$ cat config.mk
export PLATFORM = sky130hd
export DESIGN_NAME = park_exit_flat
export DESIGN_NICKNAME = d
export VERILOG_FILES = /design/src/rtl/park_pkg.sv /design/src/rtl/park_exit_if.sv /design/src/rtl/park_table.sv /design/src/rtl/park_exit.sv /design/src/flat_wrapper.sv
export SDC_FILE = /design/constraint.sdc
export NUM_CORES = 1
export LEC_CHECK = 0
export BUFFER_PORTS_ARGS = -buffer_cell sky130_fd_sc_hd__buf_2
export CAP_MARGIN = 20
export CORE_MARGIN = 1.5
export CORE_UTILIZATION = 50
export DETAILED_ROUTE_END_ITERATION = 8
export PLACE_DENSITY = 0.67
export SETUP_SLACK_MARGIN = 0.3
export SLEW_MARGIN = 15
export SYNTH_ARGS = -nofsm -noshare
export SYNTH_HDL_FRONTEND = slang
export SYNTH_HIERARCHICAL = 1
export SYNTH_SLANG_ARGS = --single-unit
$ cat constraint.sdc
create_clock -name clk -period 3.75 [get_ports clk]
set_input_delay 0.375 -clock clk [delete_from_list [all_inputs] [get_ports clk]]
set_output_delay 0.375 -clock clk [all_outputs]
set_load 0.01 [all_outputs]
$ cat src/rtl/park_pkg.sv
// Shared types and width helpers for the car-park exit controller.
package park_pkg;

    typedef enum logic [2:0] {
        IDLE   = 3'd0,
        SEARCH = 3'd1,
        VERIFY = 3'd2,
        OPEN   = 3'd3,
        REJECT = 3'd4
    } state_t;

    localparam logic [3:0] PASSWORD_DEF = 4'b1010;

    function automatic int idx_w(input int slots);
        return $clog2(slots);
    endfunction

    function automatic int cnt_w(input int slots);
        return $clog2(slots + 1);
    endfunction

endpackage

$ cat src/rtl/park_exit_if.sv
// Exit-controller signal bundle: entry admits, exit request, gate status.
interface park_exit_if #(
    parameter int N     = 4,
    parameter int SLOTS = 16
);
    import park_pkg::*;

    localparam int IW = idx_w(SLOTS);
    localparam int CW = cnt_w(SLOTS);

    logic          entry_vld;
    logic [N-1:0]  entry_vn;
    logic          start;
    logic [N-1:0]  vn;
    logic [N-1:0]  pswd;
    logic          gate;
    logic [IW-1:0] slot;
    logic          err;
    logic          full;
    logic [CW-1:0] count;

    modport master (
        output entry_vld, entry_vn, start, vn, pswd,
        input  gate, slot, err, full, count
    );

    modport slave (
        input  entry_vld, entry_vn, start, vn, pswd,
        output gate, slot, err, full, count
    );

endinterface

$ cat src/rtl/park_table.sv
// Occupancy table: lowest-free-slot write with duplicate rejection, indexed
// read for the search, single-slot clear for departures.
module park_table
    import park_pkg::*;
#(
    parameter int  N     = 4,
    parameter int  SLOTS = 16,
    localparam int IW    = idx_w(SLOTS)
) (
    input  logic          clk,
    input  logic          rst_n,
    input  logic          wr_i,
    input  logic [N-1:0]  wr_dat_i,
    output logic          wr_acc_o,
    input  logic          clr_i,
    input  logic [IW-1:0] clr_idx_i,
    input  logic [IW-1:0] rd_idx_i,
    output logic [N-1:0]  rd_dat_o,
    output logic          rd_vld_o,
    output logic          full_o
);

    logic [N-1:0]     tbl_q [SLOTS];
    logic [SLOTS-1:0] vld_q;
    logic [IW-1:0]    free_idx;
    logic             dup;

    // Descending scan so the last assignment wins with the lowest free index.
    always_comb begin
        free_idx = '0;
        dup      = 1'b0;
        for (int i = SLOTS - 1; i >= 0; i--) begin
            if (!vld_q[i]) free_idx = IW'(i);
        end
        for (int j = 0; j < SLOTS; j++) begin
            if (vld_q[j] && (tbl_q[j] == wr_dat_i)) dup = 1'b1;
        end
    end

    assign full_o   = &vld_q;
    assign wr_acc_o = wr_i && !full_o && !dup;
    assign rd_dat_o = tbl_q[rd_idx_i];
    assign rd_vld_o = vld_q[rd_idx_i];

    // A slot cleared this edge still reads valid to the free search, so it
    // cannot be handed out again until the next cycle.
    always_ff @(posedge clk or negedge rst_n) begin
        if (!rst_n) begin
            vld_q <= '0;
        end else begin
            if (clr_i)    vld_q[clr_idx_i] <= 1'b0;
            if (wr_acc_o) vld_q[free_idx]  <= 1'b1;
        end
    end

    always_ff @(posedge clk) begin
        if (wr_acc_o) tbl_q[free_idx] <= wr_dat_i;
    end

endmodule

$ cat src/rtl/park_exit.sv
// Exit controller: search the occupancy table for the departing vehicle,
// check the password, free its slot and hold the gate open for OPEN_CYC cycles.
module park_exit
    import park_pkg::*;
#(
    parameter int          N        = 4,
    parameter int          SLOTS    = 16,
    parameter logic [N-1:0] PASSWORD = N'(PASSWORD_DEF),
    parameter int          OPEN_CYC = 4,
    parameter int          TIMEOUT  = 8
) (
    input logic         clk,
    input logic         rst_n,
    park_exit_if.slave  bus
);

    localparam int IW = idx_w(SLOTS);
    localparam int CW = cnt_w(SLOTS);
    localparam int TW = $clog2(TIMEOUT + OPEN_CYC + 1);

    state_t        state_q, state_d;
    logic [IW-1:0] index_q, index_d;
    logic [IW-1:0] slot_q, slot_d;
    logic [TW-1:0] timer_q, timer_d;
    logic [CW-1:0] count_q;
    logic          start_q;
    logic          gate_q, gate_d;
    logic          err_q, err_d;
    logic          clr;
    logic          wr_acc;
    logic          rd_vld;
    logic [N-1:0]  rd_dat;
    logic          hit;
    logic          full;

    park_table #(
        .N     (N),
        .SLOTS (SLOTS)
    ) u_table (
        .clk       (clk),
        .rst_n     (rst_n),
        .wr_i      (bus.entry_vld),
        .wr_dat_i  (bus.entry_vn),
        .wr_acc_o  (wr_acc),
        .clr_i     (clr),
        .clr_idx_i (slot_q),
        .rd_idx_i  (index_q),
        .rd_dat_o  (rd_dat),
        .rd_vld_o  (rd_vld),
        .full_o    (full)
    );

    assign hit = rd_vld && (rd_dat == bus.vn);

    always_ff @(posedge clk or negedge rst_n) begin
        if (!rst_n) begin
            state_q <= IDLE;
            index_q <= '0;
            slot_q  <= '0;
            timer_q <= '0;
            start_q <= 1'b0;
            gate_q  <= 1'b0;
            err_q   <= 1'b0;
            count_q <= '0;
        end else begin
            state_q <= state_d;
            index_q <= index_d;
            slot_q  <= slot_d;
            timer_q <= timer_d;
            start_q <= bus.start;
            gate_q  <= gate_d;
            err_q   <= err_d;
            case ({wr_acc, clr})
                2'b10:   count_q <= count_q + CW'(1);
                2'b01:   count_q <= count_q - CW'(1);
                default: count_q <= count_q;
            endcase
        end
    end

    // Timer is shared: VERIFY uses it for the password timeout, OPEN for the
    // gate hold time.
    always_comb begin
        state_d = state_q;
        index_d = index_q;
        slot_d  = slot_q;
        timer_d = timer_q;
        case (state_q)
            IDLE: begin
                if (bus.start && !start_q) begin
                    state_d = SEARCH;
                    index_d = '0;
                end
            end
            SEARCH: begin
                if (hit) begin
                    state_d = VERIFY;
                    slot_d  = index_q;
                    timer_d = '0;
                end else if (index_q == IW'(SLOTS - 1)) begin
                    state_d = REJECT;
                end else begin
                    index_d = index_q + IW'(1);
                end
            end
            VERIFY: begin
                if (!bus.start) begin
                    state_d = IDLE;
                end else if (bus.pswd == PASSWORD) begin
                    state_d = OPEN;
                    timer_d = '0;
                end else if (timer_q == TW'(TIMEOUT - 1)) begin
                    state_d = REJECT;
                end else begin
                    timer_d = timer_q + TW'(1);
                end
            end
            OPEN: begin
                if (timer_q == TW'(OPEN_CYC - 1)) begin
                    state_d = IDLE;
                end else begin
                    timer_d = timer_q + TW'(1);
                end
            end
            REJECT:  state_d = IDLE;
            default: state_d = IDLE;
        endcase
    end

    always_comb begin
        gate_d = (state_d == OPEN);
        err_d  = (state_d == REJECT);
        clr    = (state_q == VERIFY) && (state_d == OPEN);
    end

    assign bus.gate  = gate_q;
    assign bus.err   = err_q;
    assign bus.slot  = slot_q;
    assign bus.full  = full;
    assign bus.count = count_q;

endmodule

$ cat src/flat_wrapper.sv
// flat-port wrapper written by rule: the top's interface ports become plain ports
module park_exit_flat import park_pkg::*;
#(
    parameter int          N        = 4,
    parameter int          SLOTS    = 16,
    parameter logic [N-1:0] PASSWORD = N'(PASSWORD_DEF),
    parameter int          OPEN_CYC = 4,
    parameter int          TIMEOUT  = 8
)
  (clk, rst_n, bus_entry_vld, bus_entry_vn, bus_start, bus_vn, bus_pswd, bus_gate, bus_slot, bus_err, bus_full, bus_count);
  park_exit_if #(.N(N), .SLOTS(SLOTS)) bus_i ();
  input logic clk;
  input logic rst_n;
  input wire logic [$bits(bus_i.entry_vld)-1:0] bus_entry_vld;
  input wire logic [$bits(bus_i.entry_vn)-1:0] bus_entry_vn;
  input wire logic [$bits(bus_i.start)-1:0] bus_start;
  input wire logic [$bits(bus_i.vn)-1:0] bus_vn;
  input wire logic [$bits(bus_i.pswd)-1:0] bus_pswd;
  output wire logic [$bits(bus_i.gate)-1:0] bus_gate;
  output wire logic [$bits(bus_i.slot)-1:0] bus_slot;
  output wire logic [$bits(bus_i.err)-1:0] bus_err;
  output wire logic [$bits(bus_i.full)-1:0] bus_full;
  output wire logic [$bits(bus_i.count)-1:0] bus_count;
  assign bus_i.entry_vld = bus_entry_vld;
  assign bus_i.entry_vn = bus_entry_vn;
  assign bus_i.start = bus_start;
  assign bus_i.vn = bus_vn;
  assign bus_i.pswd = bus_pswd;
  assign bus_gate = bus_i.gate;
  assign bus_slot = bus_i.slot;
  assign bus_err = bus_i.err;
  assign bus_full = bus_i.full;
  assign bus_count = bus_i.count;
  park_exit #(.N(N), .SLOTS(SLOTS), .PASSWORD(PASSWORD), .OPEN_CYC(OPEN_CYC), .TIMEOUT(TIMEOUT)) u_core (.clk(clk), .rst_n(rst_n), .bus(bus_i));
endmodule
== After elaboration in Yosys (flattened, before gate mapping) ==
Memory sizes are Yosys's and may differ from the RTL's.
Index checks and enable logic that the tools add are counted.

* Bitwise operators: 3
* Reductions and logical operators: 34
* Order comparisons: 5
* Muxes and demuxes: 61
* Eq/ne operators: 35
* Add/subtract/negate cells: 4

{| class="wikitable"
|+ Operators with widths
! cell !! number
|-
| $mux W4 || 24
|-
| $eq A4 B4 Y1 || 17
|-
| $mux W16 || 2
|-
| $logic_and A1 B1 Y1 || 23
|-
| $mux W1 || 21
|-
| $mux W3 || 7
|-
| $and A16 B16 Y16 || 1
|-
| $not A16 Y16 || 1
|-
| $or A16 B16 Y16 || 1
|-
| $reduce_and A16 Y1 || 1
|-
| $lt A4 B5 Y1 const B || 3
|-
| $pmux W3 S4 || 1
|-
| $pmux W4 S3 || 1
|-
| $pmux W5 S2 || 1
|-
| $eq A3 B2 Y1 const B || 3
|-
| $add A4 B1 Y4 const B || 2
|-
| $demux W1 S4 || 2
|-
| $eq A4 B4 Y1 const B || 2
|-
| $ge A4 B1 Y1 const B || 2
|-
| $ne A2 B2 Y1 const B || 4
|-
| $pmux W4 S2 || 1
|-
| $add A5 B1 Y5 const B || 1
|-
| $reduce_and A5 Y1 || 1
|-
| $sub A5 B1 Y5 const B || 1
|-
| other kinds (15) || 19
|}

* RAM bits: 64
* Memories: 1
* Register bits after elaboration: 39

{| class="wikitable"
|+ Memories
! name !! depth !! bits a word !! rd ports !! clocked after Yosys merged registers in !! wr ports !! line !! RTL
|-
| u_core.u_table.tbl_q || 16 || 4 || 17 || 0 || 1 || park_table.sv:23 || <nowiki>logic [N-1:0] tbl_q [SLOTS];</nowiki>
|}

== Longest topological paths before layout ==
* Word-level depth: 22
* Mapped depth: 18
* Gate-level depth less buffers: 15

== By module ==
Netlist, hierarchy kept.

{| class="wikitable"
|+ Modules (own cells, without submodules)
! module !! instances !! sequential area each (um2) !! cells each !! area each (um2)
|-
| park_table || 1 || 2322.2 || 324 || 4411.7
|-
| park_exit || 1 || 575.6 || 112 || 1243.7
|}

== Least setup slack after synthesis ==
Ideal clock, no wire load.

* Path type: reg2reg
* From: register u_core.u_table.vld_q[3]
* To: register u_core.count_q[4], in the netlist u_core/bus.count[4]
* Cell stages (with the launch flop): 16
* Path buffers: 1
* Path slack: 600 ps
* Setup time: 79 ps
* Data required time: 3671 ps
* Arrival time: 3070 ps
* Cell sequence: dfrtp_1 -> nand4_1 -> nor4_1 -> a311oi_1 -> nand4_1 -> buf_2 -> nor2_1 -> inv_1 -> ha_1 -> inv_1 -> fa_1 -> nor2b_1 -> o21ai_0 -> and3_1 -> nor3_1 -> xor2_1

{| class="wikitable"
|+ RTL lines
! element !! line !! RTL
|-
| from (decl) || park_table.sv:24 || <nowiki>logic [SLOTS-1:0] vld_q;</nowiki>
|-
| from (signal assigned) || park_table.sv:49 || <nowiki>vld_q <= '0;</nowiki>
|-
| from (signal, indexed assignment) || park_table.sv:51 || <nowiki>if (clr_i) vld_q[clr_idx_i] <= 1'b0;</nowiki>
|-
| from (signal, indexed assignment) || park_table.sv:52 || <nowiki>if (wr_acc_o) vld_q[free_idx] <= 1'b1;</nowiki>
|-
| $reduce_and A16 Y1 * || park_table.sv:40 || <nowiki>assign full_o = &vld_q;</nowiki>
|-
| via bus_full || flat_wrapper.sv:22 || <nowiki>output wire logic [$bits(bus_i.full)-1:0] bus_full;</nowiki>
|-
| $logic_not A1 Y1 * || park_table.sv:41 || <nowiki>assign wr_acc_o = wr_i && !full_o && !dup;</nowiki>
|-
| $logic_and A1 B1 Y1 * (2 in a row) || park_table.sv:41 ||
|-
| via u_core.wr_acc || park_exit.sv:30 || <nowiki>logic wr_acc;</nowiki>
|-
| $eq A2 B1 Y1 / $eq A2 B2 Y1 (equally long branches) || park_exit.sv:73 || <nowiki>case ({wr_acc, clr})</nowiki>
|-
| $pmux W5 S2 / $reduce_bool A2 Y1 (equally long branches) || n/a ||
|-
| to (signal assigned) || park_exit.sv:74 || <nowiki>2'b10: count_q <= count_q + CW'(1);</nowiki>
|-
| to (signal assigned) || park_exit.sv:75 || <nowiki>2'b01: count_q <= count_q - CW'(1);</nowiki>
|-
| to (signal assigned) || park_exit.sv:76 || <nowiki>default: count_q <= count_q;</nowiki>
|-
| to (decl) || park_exit.sv:25 || <nowiki>logic [CW-1:0] count_q;</nowiki>
|}

Mark *: on every way through the listed nets, which the timed path passes. The rest lies on a longest branch. The select of a mux whose other input is x is not followed.
A chain may end at the register's enable or synchronous reset.

== Worst setup path after layout ==
* From: register u_core.u_table.vld_q[8]
* To: register u_core.count_q[4], in the netlist u_core/bus.count[4]

* Word-level cells in the longest chain between the ends: 13

{| class="wikitable"
|+ Ends and longest elaborated chain
! element !! line !! RTL
|-
| $logic_and A1 B1 Y1 || park_table.sv:36 || <nowiki>if (vld_q[j] && (tbl_q[j] == wr_dat_i)) dup = 1'b1;</nowiki>
|-
| $mux W1 (8 in a row) || park_table.sv:36 ||
|-
| $logic_not A1 Y1 || park_table.sv:41 ||
|-
| $logic_and A1 B1 Y1 * || park_table.sv:41 ||
|-
| via u_core.wr_acc || park_exit.sv:30 ||
|-
| $eq A2 B1 Y1 / $eq A2 B2 Y1 (equally long branches) || park_exit.sv:73 ||
|-
| $pmux W5 S2 / $reduce_bool A2 Y1 (equally long branches) || n/a ||
|}

Marked as above.

==> summary.txt <==
GRT
  • Grt ovf: 0
  • First-pass GRT wire length: 20.66 mm
  • Number of global-route vias before repair: 3687
  • Largest net degree at the start of global routing: 40
  • Initial antenna violation count: 0
  • Gr usage total: 23.55%

Setup path
  • Worst endpoint required time: 4.02 ns
  • CP max stage delay: 0.50 ns
  • CP endpoint kind: flip-flop
  • Crit path DAT: 3.45 ns
  • Crit-path slowest cell: dfrtp_1
  • Critical path startpoint category: flip-flop
  • Worst path cell trace: nand4_1 -> nor4_2 -> buf_4 -> a311oi_2 -> nand4_1 -> nor2_1 -> inv_1 -> ha_1 -> inv_1 -> fa_1 -> nor2b_1 -> o21ai_0 -> and3_1 -> nor3_1 -> xor2_1
  • Crit path max fanout: 6
  • Crit path kind: reg -> reg

Min path
  • Worst Hold Class: in -> async

Timing
  • RSZ-0062 raised after global routing: false
  • Setup TNS: 0 ns
  • Clk_skew: 0.008476 ns
  • Fmax: 314.0 MHz
  • Final Hold Vio Count: 0
  • Tmin final: 3.185 ns
  • Setup Viol. Count Final: 0
  • Final period util: 84.92%
  • Relative slew slack: 41.58%
  • Measured slew at the worst slew-check pin: 0.8763 ns
  • Final slew viol count: 0

Pwr
  • Worst VDD drop: 499.3 µV
  • Clk network pwr share: 21.3%
  • Static Leak: 2.251 nW
  • Sw Pwr: 1.813 mW
  • Total power: 4.631 mW
  • Sw Ratio: 39.16%
  • Reg power frac: 38.2%
  • P_int: 2.818 mW
  • Pwr/cell area: 736.8 nW/µm²
  • Comb pwr share: 40.5%

Synthesis
  • Ys async rst share: 37.86%
  • Synthesis warning total: 6
  • Post-synthesis sequential area ratio: 51.24%
  • Post-Syn Instances: 436
  • Top cells by count, synth: edfxtp_1 (64), dfrtp_1 (39), xnor2_1 (37)
  • Syn_area_per_cell: 12.97 µm²
  • Top-area cell type share of the netlist area: 33.98%
  • Post-synth EDFFs: 64
  • Post-synthesis cell type count: 59
  • Syn Nets: 459
  • Primary FF master, synth: edfxtp_1
  • #FFs+latches synth: 103
  • Top cells by area, synth: edfxtp_1 (34%), dfrtp_1 (17%), mux4_2 (10%)
  • Mapped cell area: 5655 µm²
  • Cell taking the most area after synthesis: edfxtp_1
  • Most common cell in the netlist: edfxtp_1

Placement
  • Hpwl dp: 9.369 mm
  • GP Congestion: 0.8951
  • Quantity of I/O buffers inserted on ports: 27
  • Placed insts: 597

Die
  • Rows: 38
  • Core ar.: 10940 µm²
  • Die ar.: 11960 µm²
  • Die height: 109.4 µm
  • I/O pin count: 28
  • Chip Width: 109.4 µm
  • Initial core utilization: 51.72%

Flow run
  • Max-Cap Viols: 0

CTS
  • Clock transition at the registers of the reported paths: 0.07 ns
  • Root Driver: clkbuf_16
  • Clock sink total: 103
  • Cts bufs inserted: 9
  • Maximum root-to-sink buffer count: 2
  • CTS H-tree lvls: 3
  • CTS tree: built
  • Clk Latency, worst-skew pair: 0.34 ns
  • Hold_buf cts: 0

Route
  • Pre-Repair DR Iteration Count: 5
  • DRC viols: 0
  • Via-per-instance ratio: 6.251
  • Via count of the routed design: 3838
  • Final WL: 13.31 mm
  • Avg WL per Cell: 21.68 µm
  • Detailed Route Iter0 Violations: 391
  • Final ANT Viol Nets: 0

Cells and area
  • Area delta synth->final: 11.13%
  • Fin cells: 614
  • Nets: 492
  • Ant. Diodes: 0
  • Share of layout cells above drive strength 1: 23.42%

Status
  • Status: finished, final reports clean
## through the flow
step / setup WS, ns / area [µm²] / hold slack [ns] / util (%)
after floorplan: 0.6004 / 5655 / 0.07941 / -
after global routing: 0.3099 / 6285 / 0.1846 / 57.47
after CTS: 0.4944 / 6254 / 0.1769 / 57.19
final: 0.5654 / 6285 / 0.1418 / 57.47
after global placement: 0.3760 / 5939 / 0.4559 / 54.31
after detailed placement: 0.2830 / 5939 / 0.4593 / 54.31
## per-layer routing
metal | vias to the layer above | wire (µm) | global-route usage, % | share of wire (%)
met4 | 0 | 174 | 6.401 | 1.3
met3 | 14 | 902 | 4.090 | 6.8
met2 | 175 | 6611 | 37.67 | 50
met1 | 1934 | 5620 | 33.32 | 42
met5 | - | 0 | 0 | 0
li1 | 1715 | - | - | -
## final timing paths
check / startpoint / endpoint / slack (ns) / cells past startpoint
setup / recovery: u_core/u_table/vld_q[8] / u_core/bus.count[4] / 0.57 / 15
hold / removal: rst_n / u_core/bus.count[0] / 0.14 / 1
setup reg to reg: u_core/u_table/vld_q[8] / u_core/bus.count[4] / 0.57 / 15
hold reg to reg: u_core/bus.count[4] / u_core/bus.count[4] / 0.47 / 1
max in group asynchronous: rst_n / u_core/u_table/vld_q[0] / 3.00 / 1
min in group clk: bus_start / u_core/start_q / 0.19 / 1
## placed cells by master (no fill, tap or decap), types with 8 or more instances in the layout
| master | count |
|---|---|
| buf_2 | 26 |
| buf_4 | 14 |
| clkbuf_16 | 9 |
| dfrtp_1 | 35 |
| edfxtp_1 | 64 |
| inv_1 | 14 |
| mux4_2 | 25 |
| nand2_1 | 24 |
| nand3_1 | 16 |
| nor3_1 | 24 |
| nor4_1 | 8 |
| o21ai_0 | 29 |
| o31ai_1 | 14 |
| xnor2_1 | 37 |
| xor2_1 | 35 |
## critical path: cells and delay by family (launching register included)
family | cells | cell delay, ns
xor+xnor | 1 | 0.15
simple gates | 7 | 1.28
buf+inv | 3 | 0.36
flops | 1 | 0.50
compound gates | 2 | 0.18
fa+ha+maj | 2 | 0.64
## power groups by stage
stage | registers, mW | clock network (mW) | logic, mW
global route | 1.79 | 1.05 | 2.02
floorplan | 1.66 | 0 | 1.40
finish | 1.77 | 0.988 | 1.87
CTS | 1.76 | 1.01 | 1.83
detailed placement | 1.78 | 0 | 1.82
global placement | 1.77 | 0 | 1.79
## layout make-up
class,instances,area (µm²)
clock inverters,6,85.08
inverters,14,52.55
well taps,140,175.2
repair buffers,43,274.0
fillers,889,4651
flip-flops and latches,103,2903
clock buffers,10,229.0
multi-input cells,298,2566
## registers in the layout (all words and copies together), names as in the netlist
register and count:
u_core/u_table/tbl_q 64, u_core/u_table/vld_q 16, u_core/bus.count 5, u_core/bus.slot 4, u_core/index_q 4, u_core/timer_q 4
u_core/state_q 3, u_core/bus.err 1, u_core/bus.gate 1, u_core/start_q 1
## cell families (layout without fill, tap and decap cells)
family	count (synthesis)	count (layout)	synth area share [%]
AND/OR/NAND/NOR	116	116	12.08
flip-flops	103	103	51.24
AO/OA/AOI/OAI	72	72	9.137
XOR/XNOR	72	72	11.15
buffers and inverters	35	73	3.606
multiplexers	31	31	11.11
adder cells (fa/ha/maj)	7	7	1.681
## timing repair
| action | CTS | global route |
|---|---|---|
| setup endpoints to repair | 0 | 1 |
| resized for setup | 0 | 8 |
| setup buffers | 0 | 1 |
(Power assumes the default switching activity.)
